--- config.mk ---
export PLATFORM = sky130hd
export DESIGN_NAME = pic_irq_priority
export DESIGN_NICKNAME = d
export VERILOG_FILES = /design/src/rtl/pic_pkg.sv /design/src/rtl/pic_rotating_encoder.sv /design/src/rtl/pic_irq_priority.sv
export SDC_FILE = /design/constraint.sdc
export NUM_CORES = 1
export LEC_CHECK = 0
export ABC_AREA = 1
export BUFFER_PORTS_ARGS = -buffer_cell sky130_fd_sc_hd__buf_2
export CORE_AREA = 5 5 65 111
export CTS_CLUSTER_SIZE = 24
export DETAILED_ROUTE_END_ITERATION = 12
export DIE_AREA = 0 0 70 116
export PLACE_DENSITY_LB_ADDON = 0.12
export SLEW_MARGIN = 10
export SYNTH_ARGS = -nofsm -noshare
export SYNTH_HDL_FRONTEND = slang
export SYNTH_SLANG_ARGS = --single-unit
--- constraint.sdc ---
create_clock -name clk -period 5.65 [get_ports clk]
set_clock_uncertainty 0.1 [all_clocks]
set_input_delay 0.2825 -clock clk [delete_from_list [all_inputs] [get_ports clk]]
set_output_delay 0.2825 -clock clk [all_outputs]
set_load 0.02 [all_outputs]
--- src/rtl/pic_pkg.sv ---
// pic_pkg: shared types and constants for the PIC interrupt front end.
package pic_pkg;
  typedef enum logic [1:0] {IDLE, ACK1, WAIT2, ACK2} inta_state_t;
  localparam int PIC_LEVEL_W = 3;
  localparam logic [PIC_LEVEL_W-1:0] PIC_SPURIOUS_LEVEL = 3'd7;
endpackage

--- src/rtl/pic_rotating_encoder.sv ---
// pic_rotating_encoder: picks the highest-priority set bit, where priority starts at lowest+1 and wraps.
module pic_rotating_encoder
  import pic_pkg::*;
(
  input  logic [7:0]             vec,
  input  logic [PIC_LEVEL_W-1:0] lowest,
  output logic [PIC_LEVEL_W-1:0] idx,
  output logic                   valid
);
  logic [7:0] rot;
  logic [PIC_LEVEL_W-1:0] k;
  // rot[k] holds the bit that is k steps after the highest-priority slot
  assign rot = 8'({vec, vec} >> ({1'b0, lowest} + 4'd1));
  always_comb begin
    k = '0;
    for (int i = 7; i >= 0; i--) k = rot[i] ? PIC_LEVEL_W'(i) : k;
  end
  assign valid = |vec;
  assign idx = lowest + 3'd1 + k;
endmodule

--- src/rtl/pic_irq_priority.sv ---
// pic_irq_priority: 8259 IRR capture, masking, rotating/nested priority, INTA tracking and EOI.
// Define IRQ_SYNC_EN to pass each ir line through a 2-flop synchronizer.
module pic_irq_priority
  import pic_pkg::*;
#(
  parameter int NUM_IR = 8
) (
  input  logic                   clk,
  input  logic                   reset_n,
  input  logic [NUM_IR-1:0]      ir,
  input  logic                   ltim,
  input  logic [NUM_IR-1:0]      imr,
  input  logic                   aeoi,
  input  logic                   inta_n,
  input  logic                   eoi_valid,
  input  logic                   eoi_specific,
  input  logic [PIC_LEVEL_W-1:0] eoi_level,
  input  logic                   eoi_rotate,
  output logic [NUM_IR-1:0]      irr,
  output logic [NUM_IR-1:0]      isr,
  output logic                   int_req,
  output logic [PIC_LEVEL_W-1:0] ack_level,
  output logic [1:0]             ack_phase
);
  logic [NUM_IR-1:0] ir_s, ir_q, cand, ack_set, isr_clr;
  logic [PIC_LEVEL_W-1:0] lowest, w_idx, s_idx, w_rank, s_rank, eoi_tgt;
  logic w_valid, s_valid, win, inta_q, inta_qq, fall, rise, do_ack, do_aeoi, do_eoi;
  inta_state_t state;
`ifdef IRQ_SYNC_EN
  logic [NUM_IR-1:0] sync1, sync2;
  always_ff @(posedge clk or negedge reset_n)
    if (!reset_n) {sync2, sync1} <= '0;
    else {sync2, sync1} <= {sync1, ir};
  assign ir_s = sync2;
`else
  assign ir_s = ir;
`endif
  assign cand = irr & ~imr;
  pic_rotating_encoder u_irr_enc (.vec(cand), .lowest(lowest), .idx(w_idx), .valid(w_valid));
  pic_rotating_encoder u_isr_enc (.vec(isr), .lowest(lowest), .idx(s_idx), .valid(s_valid));
  // rank 0 is the highest priority under the current rotation
  assign w_rank = w_idx - lowest - 3'd1;
  assign s_rank = s_idx - lowest - 3'd1;
  assign win = w_valid && (!s_valid || w_rank < s_rank);
  assign fall = inta_qq & ~inta_q;
  assign rise = ~inta_qq & inta_q;
  assign do_ack = state == IDLE && fall && win;
  assign do_aeoi = state == ACK2 && rise && aeoi;
  assign do_eoi = eoi_valid && s_valid;
  assign eoi_tgt = eoi_specific ? eoi_level : s_idx;
  assign ack_set = do_ack ? NUM_IR'(1) << w_idx : '0;
  assign isr_clr = (do_aeoi ? NUM_IR'(1) << ack_level : '0) | (do_eoi ? NUM_IR'(1) << eoi_tgt : '0);
  always_ff @(posedge clk or negedge reset_n) begin
    if (!reset_n) begin
      ir_q <= '0;
      irr <= '0;
      isr <= '0;
      int_req <= 1'b0;
      ack_level <= PIC_SPURIOUS_LEVEL;
      ack_phase <= 2'd0;
      lowest <= 3'd7;
      state <= IDLE;
      inta_q <= 1'b1;
      inta_qq <= 1'b1;
    end else begin
      ir_q <= ir_s;
      {inta_qq, inta_q} <= {inta_q, inta_n};
      irr <= ir_s & (ltim ? '1 : irr | (ir_s & ~ir_q)) & ~ack_set;
      isr <= (isr & ~isr_clr) | ack_set;
      if (do_eoi && eoi_rotate) lowest <= eoi_tgt;
      else if (do_aeoi && eoi_rotate) lowest <= ack_level;
      int_req <= state == IDLE && !fall && win;
      case (state)
        IDLE: if (fall) begin
          state <= ACK1;
          ack_phase <= 2'd1;
          ack_level <= win ? w_idx : PIC_SPURIOUS_LEVEL;
        end
        ACK1: if (rise) state <= WAIT2;
        WAIT2: if (fall) begin
          state <= ACK2;
          ack_phase <= 2'd2;
        end
        ACK2: if (rise) begin
          state <= IDLE;
          ack_phase <= 2'd0;
        end
      endcase
    end
  end
endmodule
# After elaboration in Yosys (flattened, before gate mapping)
# Index checks and enable logic that the tools add are counted.
# op_classes
n_addsub	8
order_cmp	1
eq_ne	7
n_shift	5
mux	31
n_bitwise	16
reduce_logical	21
# op_table
op	count
$mux W3	20
$and A8 B8 Y8	5
$mux W8	4
$not A8 Y8	4
$shr A16 B4 Y8	2
$or A8 B8 Y8	3
$shl A1 B3 Y8 const A	3
$reduce_or A8 Y1	2
$logic_and A1 B1 Y1	10
$mux W2	5
$ne A2 B2 Y1 const B	4
$pmux W2 S4	1
$reduce_and A4 Y1	2
$add A3 B3 Y3	2
$pmux W2 S3	1
$sub A3 B1 Y3 const B	2
$sub A3 B3 Y3	2
$add A3 B1 Y4 const B	1
$eq A2 B2 Y1 const B	2
$add A3 B1 Y3 const B	1
$lt A3 B3 Y1	1
$reduce_bool A3 Y1	1
$and A1 B1 Y1	2
$eq A2 B1 Y1 const B	1
6 further kinds	8
# totals
register_bits	37
output_inout_bits	22

# Depth between registers and ports, before layout
# depth
ltp_word	21
depth_mapped	31
ltp_nobuf	31

# By module
# Synthesis repeated with hierarchy kept, for this count alone.
# unflattened
hier_cells	448
hier_area_um2	3109.2
# by_module_without_submodules
module	n_inst	cells_per_inst	area_each_um2	seq_area_each_um2
pic_irq_priority	1	262	2103.3	935.9
pic_rotating_encoder	2	93	503.0	0.0

# Worst setup path before layout
# Ideal clock, no wire load.
# synth_timing
kind	reg-to-reg
start	register lowest[0]
end	register irr[7]
setup_time_ns	0.113
t_arrival_ns	4.264
slack_ns	1.174
stages_incl_launch_ff	29
path_buffers	2
synth_period_minus_slack_ns	4.476
cell_sequence	dfstp_2 > buf_6 > buf_8 > nand2_1 > nand3_1 > nand3_1 > nand2_1 > a21oi_1 > o21ai_0 > nand2_1 > a21boi_0 > ha_1 > inv_1 > fa_1 > inv_1 > fa_1 > xnor2_1 > nand3_1 > nand2_1 > inv_2 > ha_1 > a21oi_1 > nand2_1 > nand2_2 > nand3_2 > nor3_4 > nand3_1 > nand2_1 > inv_1
# synth_via
elab_chain_cells	20
word_cells_on_any_way	34
classes_between	add/sub (8); order compare (1); shift (3); mux (17); bitwise (2); reduce/logical (3)
# synth_lines
element	line	text
start: declaration	pic_irq_priority.sv:26	logic [PIC_LEVEL_W-1:0] lowest, w_idx, s_idx, w_rank, s_rank, eoi_tgt;
start signal: assignment	pic_irq_priority.sv:70	if (do_eoi && eoi_rotate) lowest <= eoi_tgt;
start signal: assignment	pic_irq_priority.sv:71	else if (do_aeoi && eoi_rotate) lowest <= ack_level;
$add A3 B1 Y4	pic_rotating_encoder.sv:13	assign rot = 8'({vec, vec} >> ({1'b0, lowest} + 4'd1));
$shr A16 B4 Y8	pic_rotating_encoder.sv:13	
$mux W3 (8 in a row)	pic_rotating_encoder.sv:16	for (int i = 7; i >= 0; i--) k = rot[i] ? PIC_LEVEL_W'(i) : k;
$add A3 B3 Y3	pic_rotating_encoder.sv:19	assign idx = lowest + 3'd1 + k;
$sub A3 B3 Y3 (on tied branches)	pic_irq_priority.sv:42, pic_irq_priority.sv:43	
$sub A3 B1 Y3 (on tied branches)	pic_irq_priority.sv:42, pic_irq_priority.sv:43	
$lt A3 B3 Y1	pic_irq_priority.sv:44	assign win = w_valid && (!s_valid || w_rank < s_rank);
$logic_or A1 B1 Y1	pic_irq_priority.sv:44	
$logic_and A1 B1 Y1	pic_irq_priority.sv:44	
$logic_and A1 B1 Y1	pic_irq_priority.sv:47	assign do_ack = state == IDLE && fall && win;
$mux W8 *	pic_irq_priority.sv:51	assign ack_set = do_ack ? NUM_IR'(1) << w_idx : '0;
$not A8 Y8 *	pic_irq_priority.sv:68	irr <= ir_s & (ltim ? '1 : irr | (ir_s & ~ir_q)) & ~ack_set;
$and A8 B8 Y8 *	pic_irq_priority.sv:68	
end signal: assignment	pic_irq_priority.sv:68	
end: declaration	pic_irq_priority.sv:19	output logic [NUM_IR-1:0] irr,
# Every way passes the cells marked *; elsewhere a longest branch is shown, timed or not.
# A chain may end at the register's enable or synchronous reset.

# Worst setup path in the final report
# layout_timing
start	register lowest[0]
end	register irr[5]
# The elaborated chain is that of the path after synthesis.

==> metrics.md <==
| Metric | Value |
|---|---|
| Wire length per cell | 14.32 µm |
| Buffers on Ports | 48 |
| Post-layout net count | 536 |
| Share of the clock period used by the worst path after layout | 90.98% |
| Highest-count cells in the layout ignoring fill and taps | 135 x nand2_1, 62 x inv_1, 51 x nand3_1 |
| Critical path class | reg -> reg |
| Max-cap check violation count | 0 |
| H-Tree Depth | 2 |
| Initial DRT Pass Iterations | 4 |
| Peak clock frequency supported by timing | 194.5 MHz |
| Post-route DRC | 0 |
| Fin. Hold Viols | 17 |
| DIE AREA | 8120 µm² |
| Most repeated library cell on the critical path | nand2_1 |
| Filler Cell Count | 638 |
| Net Count, Synth | 486 |
| Vertical extent of the die | 116 µm |
| Core Area | 6181 µm² |
| Final HPWL DP | 6728 µm |
| Clk sinks | 37 |
| Min cycle time layout | 5.140 ns |
| Arrival time reported for the critical path endpoint | 5.22 ns |
| Longest individual stage delay on the worst path | 0.80 ns |
| Most common cell after layout, fill and taps aside | nand2_1 |
| Critical path endpoint category | register |
| Overall Global Routing Usage | 21.15% |
| Status | finished with violations |
| Number of nets with antenna violations after routing | 0 |
| Gate count after technology mapping | 443 |
| Multi-input gate area | 1909 µm² |
| Summed instance area of the synthesized netlist | 3187 µm² |
| Routability cong. | 0.8943 |
| Iteration-0 DRC Markers | 166 |
| Slowest CP cell | dfstp_2 |
| Final slew viol count | 0 |
| Post-DP Area | 3461 µm² |
| Classification of the worst-slack hold path | in -> async |
| Clock-pin slew on the worst setup and hold paths | 0.07 ns |
| Startpoint kind of the worst setup timing path | register |
| Number of buffers between clock root and the deepest sink | 2 |
| Max_slew headroom | 45.44% |
| Final Cell Area | 3587 µm² |
| X dimension of the die | 70 µm |
| Total number of vias | 3065 |
| Fraction of final layout cells sized beyond drive strength 1 | 24.09% |
| Per-instance average area after synthesis | 7.194 µm² |
| Launching point of the worst reg2reg path | lowest[0] |
| Data required time of the worst path | 5.73 ns |
| Pin count of the biggest net entering global routing | 38 |
| TritonCTS clock tree | yes |
| Top-Level Pins | 49 |
| Cell variety after synth | 45 |
| Number of global-route vias before repair | 3067 |
| Detail-routed via count per cell | 5.340 |
| Number of inserted diodes | 0 |
| Clock latency on the worst-skew pair | 0.28 ns |
| Inserted Clock Buffers | 5 |
| Standard-cell rows | 38 |
| Fin Setup TNS | 0 ns |
| Initial antenna violation count | 0 |
| Warning count from the yosys run | 0 |
| Post-CTS sizing | 0 |
| Pin slew with the least headroom to its limit | 0.8184 ns |
| Detailed-route wire length | 8218 µm |
| Failing checks | negative hold slack |
| Overflow after GRT | 0 |
| Unrepaired setup endpoints after global routing | no |
| Post-synthesis register bit count | 37 |
| Largest driver fanout on the critical path | 21 |
| Seq/Total Area, Yosys | 29.37% |
| Hold Slack | -0.008772 ns |
| Clk root buf | clkbuf_8 |
| Synth-to-Final Area Change | 12.56% |
| Storage cell area | 935.9 µm² |
| Worst setup path startpoint | lowest[0] |
| Global-route wire length before repair | 13760 µm |
| Initial standard-cell utilization of the core | 51.56% |
| Finish-stage setup viols | 0 |
## metal layers
layer	track usage, %	routed length [µm]	vias up
li1	-	-	1527
met4	10.49	333	0
met5	0	0	-
met3	2.691	250	25
met2	40.05	4546	70
met1	22.85	3087	1443
## cells by family after synthesis
group | share of synthesized area (%)
XOR/XNOR | 1.924
flip-flops | 29.37
adder cells (fa/ha/maj) | 7.224
AO/OA/AOI/OAI | 10.21
buffers and inverters | 10.72
AND/OR/NAND/NOR | 40.56
## critical path, delay by kind of cell, from the launching register on
kind | cells | cell delay (ns)
AO/OA/AOI/OAI | 5 | 0.65
XOR/XNOR | 1 | 0.19
adder cells (fa/ha/maj) | 4 | 1.53
buffers and inverters | 5 | 0.39
flip-flops | 1 | 0.80
AND/OR/NAND/NOR | 13 | 1.36
## stage by stage
step                util (%)  instances  hold slack [ns]  worst slack (ns)
floorplan                  -        443          -0.1131             1.174
global placement       55.99        565           0.2732            0.6366
detailed placement     55.99        565           0.2699            0.5173
CTS                    58.04        574         0.003728            0.5009
global route           58.04        574         0.005583           0.06638
finish                 58.04        574        -0.008772            0.5098
## layout make-up
class	instances	share of cell area [%]
clock inverters	1	0.8371
multi-input cells	331	53.23
repair buffers	52	7.604
well taps	80	2.790
flip-flops and latches	37	26.09
clock buffers	7	2.407
inverters	66	7.046
## cells in the mapped netlist
| master | number | share of area [%] |
|---|---|---|
| nand2_1 | 135 | 16 |
| inv_1 | 62 | 7.3 |
| nand3_1 | 51 | 8.0 |
| dfrtp_1 | 29 | 23 |
| nor2_1 | 24 | 2.8 |
| nand2_2 | 21 | 4.1 |
| o21ai_0 | 14 | 2.2 |
| ha_1 | 12 | 4.7 |
| a41oi_1 | 8 | 2.2 |
| dfstp_2 | 8 | 6.6 |
| nand3_2 | 8 | 2.5 |
| a21oi_2 | 4 | 1.1 |
| a31oi_1 | 4 | 0.79 |
| fa_1 | 4 | 2.5 |
| nor3_1 | 4 | 0.63 |
| xnor2_1 | 4 | 1.1 |
| a21oi_1 | 3 | 0.47 |
| buf_6 | 3 | 1.1 |
| inv_2 | 3 | 0.35 |
| nand4_1 | 3 | 0.59 |
| nor2_2 | 3 | 0.59 |
| xor2_1 | 3 | 0.82 |
| a21boi_0 | 2 | 0.47 |
| buf_2 | 2 | 0.31 |
| buf_4 | 2 | 0.47 |
| buf_8 | 2 | 0.94 |
| nand2_4 | 2 | 0.71 |
| nor3_4 | 2 | 1.0 |
| o21a_1 | 2 | 0.47 |
| o21ai_1 | 2 | 0.31 |
| o21ai_2 | 2 | 0.55 |
| o21bai_1 | 2 | 0.47 |
| a21boi_2 | 1 | 0.35 |
| a221oi_1 | 1 | 0.27 |
| a22oi_1 | 1 | 0.24 |
| a32o_1 | 1 | 0.31 |
| inv_6 | 1 | 0.27 |
| nand2_8 | 1 | 0.63 |
| nand3_4 | 1 | 0.55 |
| nand3b_1 | 1 | 0.24 |
| nand3b_4 | 1 | 0.63 |
| nand4_2 | 1 | 0.39 |
| nor2_4 | 1 | 0.35 |
| nor2_8 | 1 | 0.63 |
| nor3b_1 | 1 | 0.24 |
## timing repair
| action | 4_1_cts | 5_1_grt |
|---|---|---|
| endpoints found under the setup margin | 0 | 0 |
| endpoints found under the hold margin | 1 | 0 |
| hold buffers | 1 | 0 |
| buffers inserted | 0 | 0 |
## registers in the layout, summed over array words and instances (netlist names)
name and count:
ir_q 8, irr 8, isr 8, ack_level 3
lowest 3, ack_phase 2, state 2, int_req 1
inta_q 1, inta_qq 1
## final timing paths
kind	to	slack, ns	cells past startpoint
worst max register to register	irr[5]	0.51	28
min in group clk	ir_q[4]	0.02	1
worst min register to register	inta_qq	0.28	0
worst min-delay path	ir_q[4]	-0.009	1
max in group asynchronous	isr[3]	4.94	1
worst max-delay path	irr[5]	0.51	28
Power is not shown: default switching activity piles up to over one toggle a cycle in this logic, so the estimate is an artifact.
